<file path="config.mk">
export PLATFORM = sky130hd
export DESIGN_NAME = button_event_decoder
export DESIGN_NICKNAME = d
export VERILOG_FILES = /design/src/rtl/button_event_decoder_pkg.sv /design/src/rtl/button_event_channel.sv /design/src/rtl/button_event_decoder.sv
export SDC_FILE = /design/constraint.sdc
export NUM_CORES = 1
export LEC_CHECK = 0
export CAP_MARGIN = 25
export CORE_MARGIN = 5
export CORE_UTILIZATION = 50
export DETAILED_ROUTE_END_ITERATION = 10
export PLACE_DENSITY_LB_ADDON = 0.12
export SLEW_MARGIN = 10
export SYNTH_ARGS = -nofsm -noshare
export SYNTH_HDL_FRONTEND = slang
export SYNTH_HIERARCHICAL = 1
export SYNTH_SLANG_ARGS = --single-unit
</file>
<file path="constraint.sdc">
create_clock -name i_Clk -period 5.55 [get_ports i_Clk]
set_input_delay 0.8325 -clock i_Clk [delete_from_list [all_inputs] [get_ports i_Clk]]
set_output_delay 0.8325 -clock i_Clk [all_outputs]
set_load 0.005 [all_outputs]
</file>
<file path="src/rtl/button_event_decoder_pkg.sv">
// Shared definitions for the button event decoder: channel state encoding,
// default timing constants and counter sizing.
package button_event_decoder_pkg;

  typedef enum logic [1:0] {
    ST_IDLE         = 2'd0,
    ST_PRESSED      = 2'd1,
    ST_LONG         = 2'd2,
    ST_WAIT_RELEASE = 2'd3
  } btn_state_t;

  localparam int DEFAULT_NUM_SWITCHES = 4;
  localparam int DEFAULT_TICK_DIV     = 25000;
  localparam int DEFAULT_LONG_MS      = 1000;
  localparam int DEFAULT_REPEAT_MS    = 200;
  localparam int DEFAULT_REPEAT_EN    = 1;

  // Bits needed to hold values 0..max_value.
  function automatic int cnt_width(input int max_value);
    return (max_value < 1) ? 1 : $clog2(max_value + 1);
  endfunction

endpackage

</file>
<file path="src/rtl/button_event_channel.sv">
// One switch channel: press/release/long-press/repeat FSM with its hold
// counter (advanced by the shared tick) and registered event outputs.
module button_event_channel
  import button_event_decoder_pkg::*;
#(
  parameter int LONG_MS   = DEFAULT_LONG_MS,
  parameter int REPEAT_MS = DEFAULT_REPEAT_MS,
  parameter int REPEAT_EN = DEFAULT_REPEAT_EN
) (
  input  logic i_Clk,
  input  logic i_Reset,
  input  logic i_Tick,
  input  logic i_Switch,
  output logic o_Press,
  output logic o_Release,
  output logic o_LongPress,
  output logic o_Repeat,
  output logic o_Held
);

  localparam int HOLD_MAX = (LONG_MS > REPEAT_MS) ? LONG_MS : REPEAT_MS;
  localparam int CNT_W    = cnt_width(HOLD_MAX);
  localparam logic [CNT_W-1:0] LONG_VAL   = CNT_W'(LONG_MS);
  localparam logic [CNT_W-1:0] REPEAT_VAL = CNT_W'(REPEAT_MS);

  btn_state_t       state_reg, state_next;
  logic [CNT_W-1:0] hold_cnt_reg, hold_cnt_next, hold_cnt_inc;
  logic             press_next, release_next, long_next, repeat_next, held_next;

  assign hold_cnt_inc = hold_cnt_reg + CNT_W'(1);

  always_comb begin
    state_next    = state_reg;
    hold_cnt_next = hold_cnt_reg;
    press_next    = 1'b0;
    release_next  = 1'b0;
    long_next     = 1'b0;
    repeat_next   = 1'b0;
    case (state_reg)
      ST_IDLE: begin
        if (i_Switch) begin
          state_next    = ST_PRESSED;
          hold_cnt_next = '0;
          press_next    = 1'b1;
        end
      end
      ST_PRESSED: begin
        // Release is checked first so it wins over a coincident threshold tick.
        if (!i_Switch) begin
          state_next    = ST_IDLE;
          hold_cnt_next = '0;
          release_next  = 1'b1;
        end else if (i_Tick) begin
          if (hold_cnt_inc == LONG_VAL) begin
            state_next    = ST_LONG;
            hold_cnt_next = '0;
            long_next     = 1'b1;
          end else begin
            hold_cnt_next = hold_cnt_inc;
          end
        end
      end
      ST_LONG: begin
        if (!i_Switch) begin
          state_next    = ST_IDLE;
          hold_cnt_next = '0;
          release_next  = 1'b1;
        end else if ((REPEAT_EN != 0) && i_Tick) begin
          if (hold_cnt_inc == REPEAT_VAL) begin
            hold_cnt_next = '0;
            repeat_next   = 1'b1;
          end else begin
            hold_cnt_next = hold_cnt_inc;
          end
        end
      end
      ST_WAIT_RELEASE: begin
        if (!i_Switch) begin
          state_next = ST_IDLE;
        end
      end
      default: state_next = ST_IDLE;
    endcase
    held_next = (state_next != ST_IDLE);
  end

  // Reset parks the channel in WAIT_RELEASE so a switch held through reset
  // must be released before it can generate any event.
  always_ff @(posedge i_Clk) begin
    if (i_Reset) begin
      state_reg    <= ST_WAIT_RELEASE;
      hold_cnt_reg <= '0;
      o_Press      <= 1'b0;
      o_Release    <= 1'b0;
      o_LongPress  <= 1'b0;
      o_Repeat     <= 1'b0;
      o_Held       <= 1'b0;
    end else begin
      state_reg    <= state_next;
      hold_cnt_reg <= hold_cnt_next;
      o_Press      <= press_next;
      o_Release    <= release_next;
      o_LongPress  <= long_next;
      o_Repeat     <= repeat_next;
      o_Held       <= held_next;
    end
  end

endmodule

</file>
<file path="src/rtl/button_event_decoder.sv">
// Button event decoder top: shared free-running millisecond timebase feeding
// one independent event channel per debounced switch.
module button_event_decoder
  import button_event_decoder_pkg::*;
#(
  parameter int NUM_SWITCHES = DEFAULT_NUM_SWITCHES,
  parameter int TICK_DIV     = DEFAULT_TICK_DIV,
  parameter int LONG_MS      = DEFAULT_LONG_MS,
  parameter int REPEAT_MS    = DEFAULT_REPEAT_MS,
  parameter int REPEAT_EN    = DEFAULT_REPEAT_EN
) (
  input  logic                    i_Clk,
  input  logic                    i_Reset,
  input  logic [NUM_SWITCHES-1:0] i_Switches,
  output logic [NUM_SWITCHES-1:0] o_Press,
  output logic [NUM_SWITCHES-1:0] o_Release,
  output logic [NUM_SWITCHES-1:0] o_LongPress,
  output logic [NUM_SWITCHES-1:0] o_Repeat,
  output logic [NUM_SWITCHES-1:0] o_Held
);

  localparam int TICK_W = cnt_width(TICK_DIV - 1);
  localparam logic [TICK_W-1:0] TICK_LAST = TICK_W'(TICK_DIV - 1);

  logic [TICK_W-1:0] tick_cnt_reg;
  logic              tick;

  assign tick = (tick_cnt_reg == TICK_LAST);

  always_ff @(posedge i_Clk) begin
    if (i_Reset) begin
      tick_cnt_reg <= '0;
    end else if (tick) begin
      tick_cnt_reg <= '0;
    end else begin
      tick_cnt_reg <= tick_cnt_reg + TICK_W'(1);
    end
  end

  for (genvar gi = 0; gi < NUM_SWITCHES; gi++) begin : g_chan
    button_event_channel #(
      .LONG_MS   (LONG_MS),
      .REPEAT_MS (REPEAT_MS),
      .REPEAT_EN (REPEAT_EN)
    ) u_chan (
      .i_Clk       (i_Clk),
      .i_Reset     (i_Reset),
      .i_Tick      (tick),
      .i_Switch    (i_Switches[gi]),
      .o_Press     (o_Press[gi]),
      .o_Release   (o_Release[gi]),
      .o_LongPress (o_LongPress[gi]),
      .o_Repeat    (o_Repeat[gi]),
      .o_Held      (o_Held[gi])
    );
  end

endmodule

</file>
# [Word level (Yosys, flattened, before mapping)]
# Index checks and enable logic that the tools add are counted.
[op_classes] addsub=5 n_reduce_logical=41 eq_ne=33 n_mux=72 n_bitwise=21
[ops] op="10-bit 2-to-1 mux" n=28
[ops] op="10-bit case mux with 3 select lines" n=4
[ops] op="10-bit by 1-bit adder with 10-bit output, second input constant" n=4
[ops] op="10-bit == test, second input constant" n=4
[ops] op="10-bit by 8-bit == test with 1-bit output, second input constant" n=4
[ops] op="2-bit 2-to-1 mux" n=20
[ops] op="2-bit OR reduction" n=17
[ops] op="4-bit OR reduction" n=8
[ops] op="2-bit case mux with 3 select lines" n=4
[ops] op="1-bit NOT" n=21
[ops] op="3-bit != test, second input constant" n=6
[ops] op="2-bit == test, second input constant" n=8
[ops] op="1-bit 2-to-1 mux" n=16
[ops] op="4-bit AND reduction" n=4
[ops] op="15-bit by 1-bit adder with 15-bit output, second input constant" n=1
[ops] op="15-bit == test, second input constant" n=1
[ops] op="3-bit nonzero test" n=4
[ops] op="2-bit by 1-bit == test with 1-bit output, second input constant" n=4
[ops] op="2-bit zero test" n=4
[ops] op="2-bit != test, second input constant" n=4
[ops] op="2-bit nonzero test" n=4
[ops] op="3-bit by 2-bit != test with 1-bit output, second input constant" n=2
[totals] input_bits=6 wordCells=201 ff_bits=83

# [Logic depth before layout (Yosys ltp)]
[logic_depth] ltp_word=7 ltp_mapped=10 ltp_nobuf=8

# [Cells and area by module]
# Netlist, hierarchy kept.
[by_module_without_submodules] module="button_event_channel" seq_area_each_um2=340.3 cells_per_inst=155 n_inst=4 area_each_um2=1211.2
[by_module_without_submodules] module="button_event_decoder" seq_area_each_um2=300.3 cells_per_inst=76 n_inst=1 area_each_um2=675.6

# [Worst setup path after synthesis]
# OpenSTA, ideal clock, no wires.
[synth_timing] path_type="reg-to-reg" startpoint="register tick_cnt_reg[4]" endpoint="register g_chan[0].u_chan.hold_cnt_reg[7]" required_time_ns=5.480 path_stages_with_launch=9 setup_time_ns=0.070 n_path_buf=1 slack_ns=2.594 arrival_time_ns=2.886 path_cell_list="dfxtp_1 -> or4b_1 -> nor4_2 -> nor2_1 -> a211o_1 -> clkbuf_1 -> or3_2 -> a21bo_2 -> a21oi_1"
[synth_via] elab_chain_cells=3
[synth_rtl] element="start: declaration" line_no="button_event_decoder.sv:25" text="logic [TICK_W-1:0] tick_cnt_reg;"
[synth_rtl] element="start signal: assignment" line_no="button_event_decoder.sv:36" text="tick_cnt_reg <= tick_cnt_reg + TICK_W'(1);"
[synth_rtl] element="15-bit == test (*)" line_no="button_event_decoder.sv:28" text="assign tick = (tick_cnt_reg == TICK_LAST);"
[synth_rtl] element="named net tick" line_no="button_event_decoder.sv:26" text="logic tick;"
[synth_rtl] element="3-bit by 2-bit != test with 1-bit output (no source line)"
[synth_rtl] element="4-bit AND reduction (no source line) (*)"
[synth_rtl] element="end signal: assignment" line_no="button_event_channel.sv:100" text="hold_cnt_reg <= hold_cnt_next;"
[synth_rtl] element="end: declaration" line_no="button_event_channel.sv:27" text="logic [CNT_W-1:0] hold_cnt_reg, hold_cnt_next, hold_cnt_inc;"
# Mark *: on every way through the listed nets, which the timed path passes. The rest lies on a longest branch.
# A chain may end at the register's enable or synchronous reset.

# [Worst setup path after layout]
# Same ends and word-level chain as after synthesis.

==> metrics.cfg <==
[logic_synthesis]
syn_inst = 696
synth_cell_types = 51
syn_area_sq_mm = 0.00552
synth-seq-cells = 83
synthesis.yosys.warnings = 6
synth_nets = 731
syn_area_per_cell_sq_um = 7.93
ys_seq_area_share_pct = 30.1

[critical_path]
rr_startpoint = tick_cnt_reg[4]
worstPathArrival_ps = 3840
critical_path.startpoint = tick_cnt_reg[4]
ff2ff_setup_slack_ps = 2010
path_class = flop to flop
r2r_cells = 8
cp.required_ps = 5850
reg2reg_to = g_chan[0].u_chan/hold_cnt_reg[7]
crit_path_end = g_chan[0].u_chan/hold_cnt_reg[7]
path_max_fanout = 18
endpoint_kind = flop
start_kind = flop

[sta]
min_period_ps = 3540
setup_viol = 0
worst_slew_pin_slew_ps = 929
skew_ps = 9.25
hold_viol_final = 0
final.setup.tns_ps = 0
slew_headroom_pct = 37.5
worst_slack_ps = 2010
report.final.slew_viol_count = 0
post-route-period-util_pct = 63.8
max_freq_ghz = 0.282
rsz0062_at_grt = no

[power_and_ir_drop]
p_int_w = 0.000901
vdd.ir_drop.worst_v = 0.000131
switching_share_pct = 31.7
total_power_w = 0.00132
clockPowerShare_pct = 31.4
power.density_mw_per_mm2 = 223
sequentialPowerShare_pct = 48.4
comb_power_share_pct = 20.2
p_leak_nw = 2.05
power_switching_w = 0.000418

[placement]
pre_cts_slack_ps = 2050
place.gp.congestion = 0.838
place_area_sq_mm = 0.00573
port_buffers = 25
post-place-cells = 821
dp_hpwl_mm = 8.58

[floorplan]
io_pins = 26
core_sq_mm = 0.0108
die_y_um = 115
initial_core_util_pct = 50.9
die_w_um = 115
num_rows = 38
die_area_sq_mm = 0.0132

[clock_tree]
clock-sinks = 83
cts_setup_buffers = 0
htreeDepth = 3
post_cts_resized = 0
cts_max_path_buffers = 2
cts_hold_buf = 0
path_clk_slew_ps = 80
clockRootBuffer = clkbuf_8
cts_inserted_buffers = 9
insertion_delay_ps = 380
cts_tree = done

[route]
ant_nets = 0
vias = 5018
drt_iter0_drc = 401
route.detailed.drc = 0
wire_per_inst_um = 14.8
routed_wl_mm = 12.4
first_pass_iters = 5
vias_per_cell = 6.00

[grt]
grt.total_usage_pct = 18.9
grt_pass1_vias = 4680
grt.overflow.total = 0
grt_pass1_wl_mm = 20.8
grt_max_degree = 50
antenna_found_initial = 0

[flow_run]
cap_violations = 0

[layout]
drive_gt1_share_pct = 9.90
final_cell_mix = 87 x nand2_1, 83 x dfxtp_1, 60 x nor2_1
final_nets = 727
diodes = 0
largest_reg_flops = 40
design_area_sq_mm = 0.00591
syn_to_final_growth_pct = 7.07
fill_cells = 1031
layout_commonest_cell = nand2_1
finalNonFillerCells = 837

[worst_hold_path]
hp-class = flop to flop
hp-start = tick_cnt_reg[0]
hold_depth = 1

[outcome]
status = complete, no violations

worst min path at each step:
stage | slack [ps] | end
6_report | 470 | tick_cnt_reg[0]
5_1_grt | 500 | tick_cnt_reg[0]
4_1_cts | 470 | tick_cnt_reg[0]
3_5_place_dp | 460 | tick_cnt_reg[0]
3_3_place_gp | 440 | tick_cnt_reg[0]
2_1_floorplan | 430 | tick_cnt_reg[0]
power by group through the flow:
| stage | sequential (W) | combinational (W) | clock (W) |
|---|---|---|---|
| finish | 0.000639 | 0.000267 | 0.000414 |
| global route | 0.000643 | 0.000297 | 0.000454 |
| floorplan | 0.000649 | 0.000203 | 0 |
| CTS | 0.000639 | 0.000266 | 0.000428 |
| global placement | 0.000651 | 0.000257 | 0 |
| detailed placement | 0.000652 | 0.000264 | 0 |
layout make-up:
class | count | area, sq um | area share [%]
Clock inverter | 5 | 27.5 | 0.466
Inverter | 23 | 86.3 | 1.46
Multi-Input combinational cell | 548 | 3550 | 60.0
Tap cell | 140 | 175 | 2.96
Timing Repair Buffer | 27 | 260 | 4.40
Sequential cell | 83 | 1660 | 28.1
Clock buffer | 11 | 151 | 2.56
per-stage QoR:
stage	hold slack (ps)	utilization [%]
2_1_floorplan	430	-
3_3_place_gp	443	52.9
3_5_place_dp	456	52.9
4_1_cts	475	54.5
5_1_grt	497	54.5
6_report	474	54.5
layer usage:
metal / GRT usage [%] / up-vias / routed length (um)
met5: 0 / - / 0
met4: 8.69 / 0 / 269
met3: 4.11 / 24 / 489
met2: 31.7 / 108 / 5840
met1: 23.2 / 2387 / 5780
li1: - / 2499 / -
synthesized netlist by cell type, drive strengths merged:
master  instances  share of area (%)
o21ai          40                3.6
a222oi          4               0.73
xnor2           9                1.4
o22ai           8               0.91
or4b            2               0.36
a311o           8                1.5
or2            14                1.6
xor2            3               0.48
nand2          87                5.9
a211o           4               0.63
and4           12                1.9
o21a            8                1.1
or3            21                2.9
buf            22                2.7
mux2i           4               0.73
nand3b          5               0.68
nor4            6               0.79
a21bo           4               0.73
or4             1               0.14
nand3          45                5.0
a221oi          4                1.9
a21oi          45                4.1
o31ai           5                1.0
clkbuf         20                1.4
a31oi          16                1.8
nor4b           4               0.63
and4b           4               0.82
ha             29                6.6
nor3b           4               0.54
o22a            4               0.63
dfxtp          83                 30
and2b           4               0.54
nand2b         16                1.8
nand4          20                2.7
nor2b           5               0.57
nor3           19                1.7
and2           12                1.4
inv            23                1.6
nor2           60                4.1
and3            8               0.91
a2bb2o          4                1.5
critical path: stages, from the launching register on:
cell and delay (ps):
dfxtp_1 360, or4b_1 560, nor4_2 840, buf_4 280, nor2_1 50, a211o_1 510
or3_2 520, a21bo_2 220, a21oi_1 130
cells by family (layout without fill, tap and decap cells):
family / Yosys count / after routing / share of synthesized area (%)
DFF: 83 / 83 / 30.1
buffers and inverters: 65 / 66 / 5.62
muxes: 4 / 4 / 0.725
AOI/OAI and AO/OA: 154 / 154 / 20.1
xor gates and xnor gates: 12 / 12 / 1.90
and+or+nand+nor: 349 / 349 / 35.0
adders and majority gates: 29 / 29 / 6.57
Power figures use the tool's default switching activity.
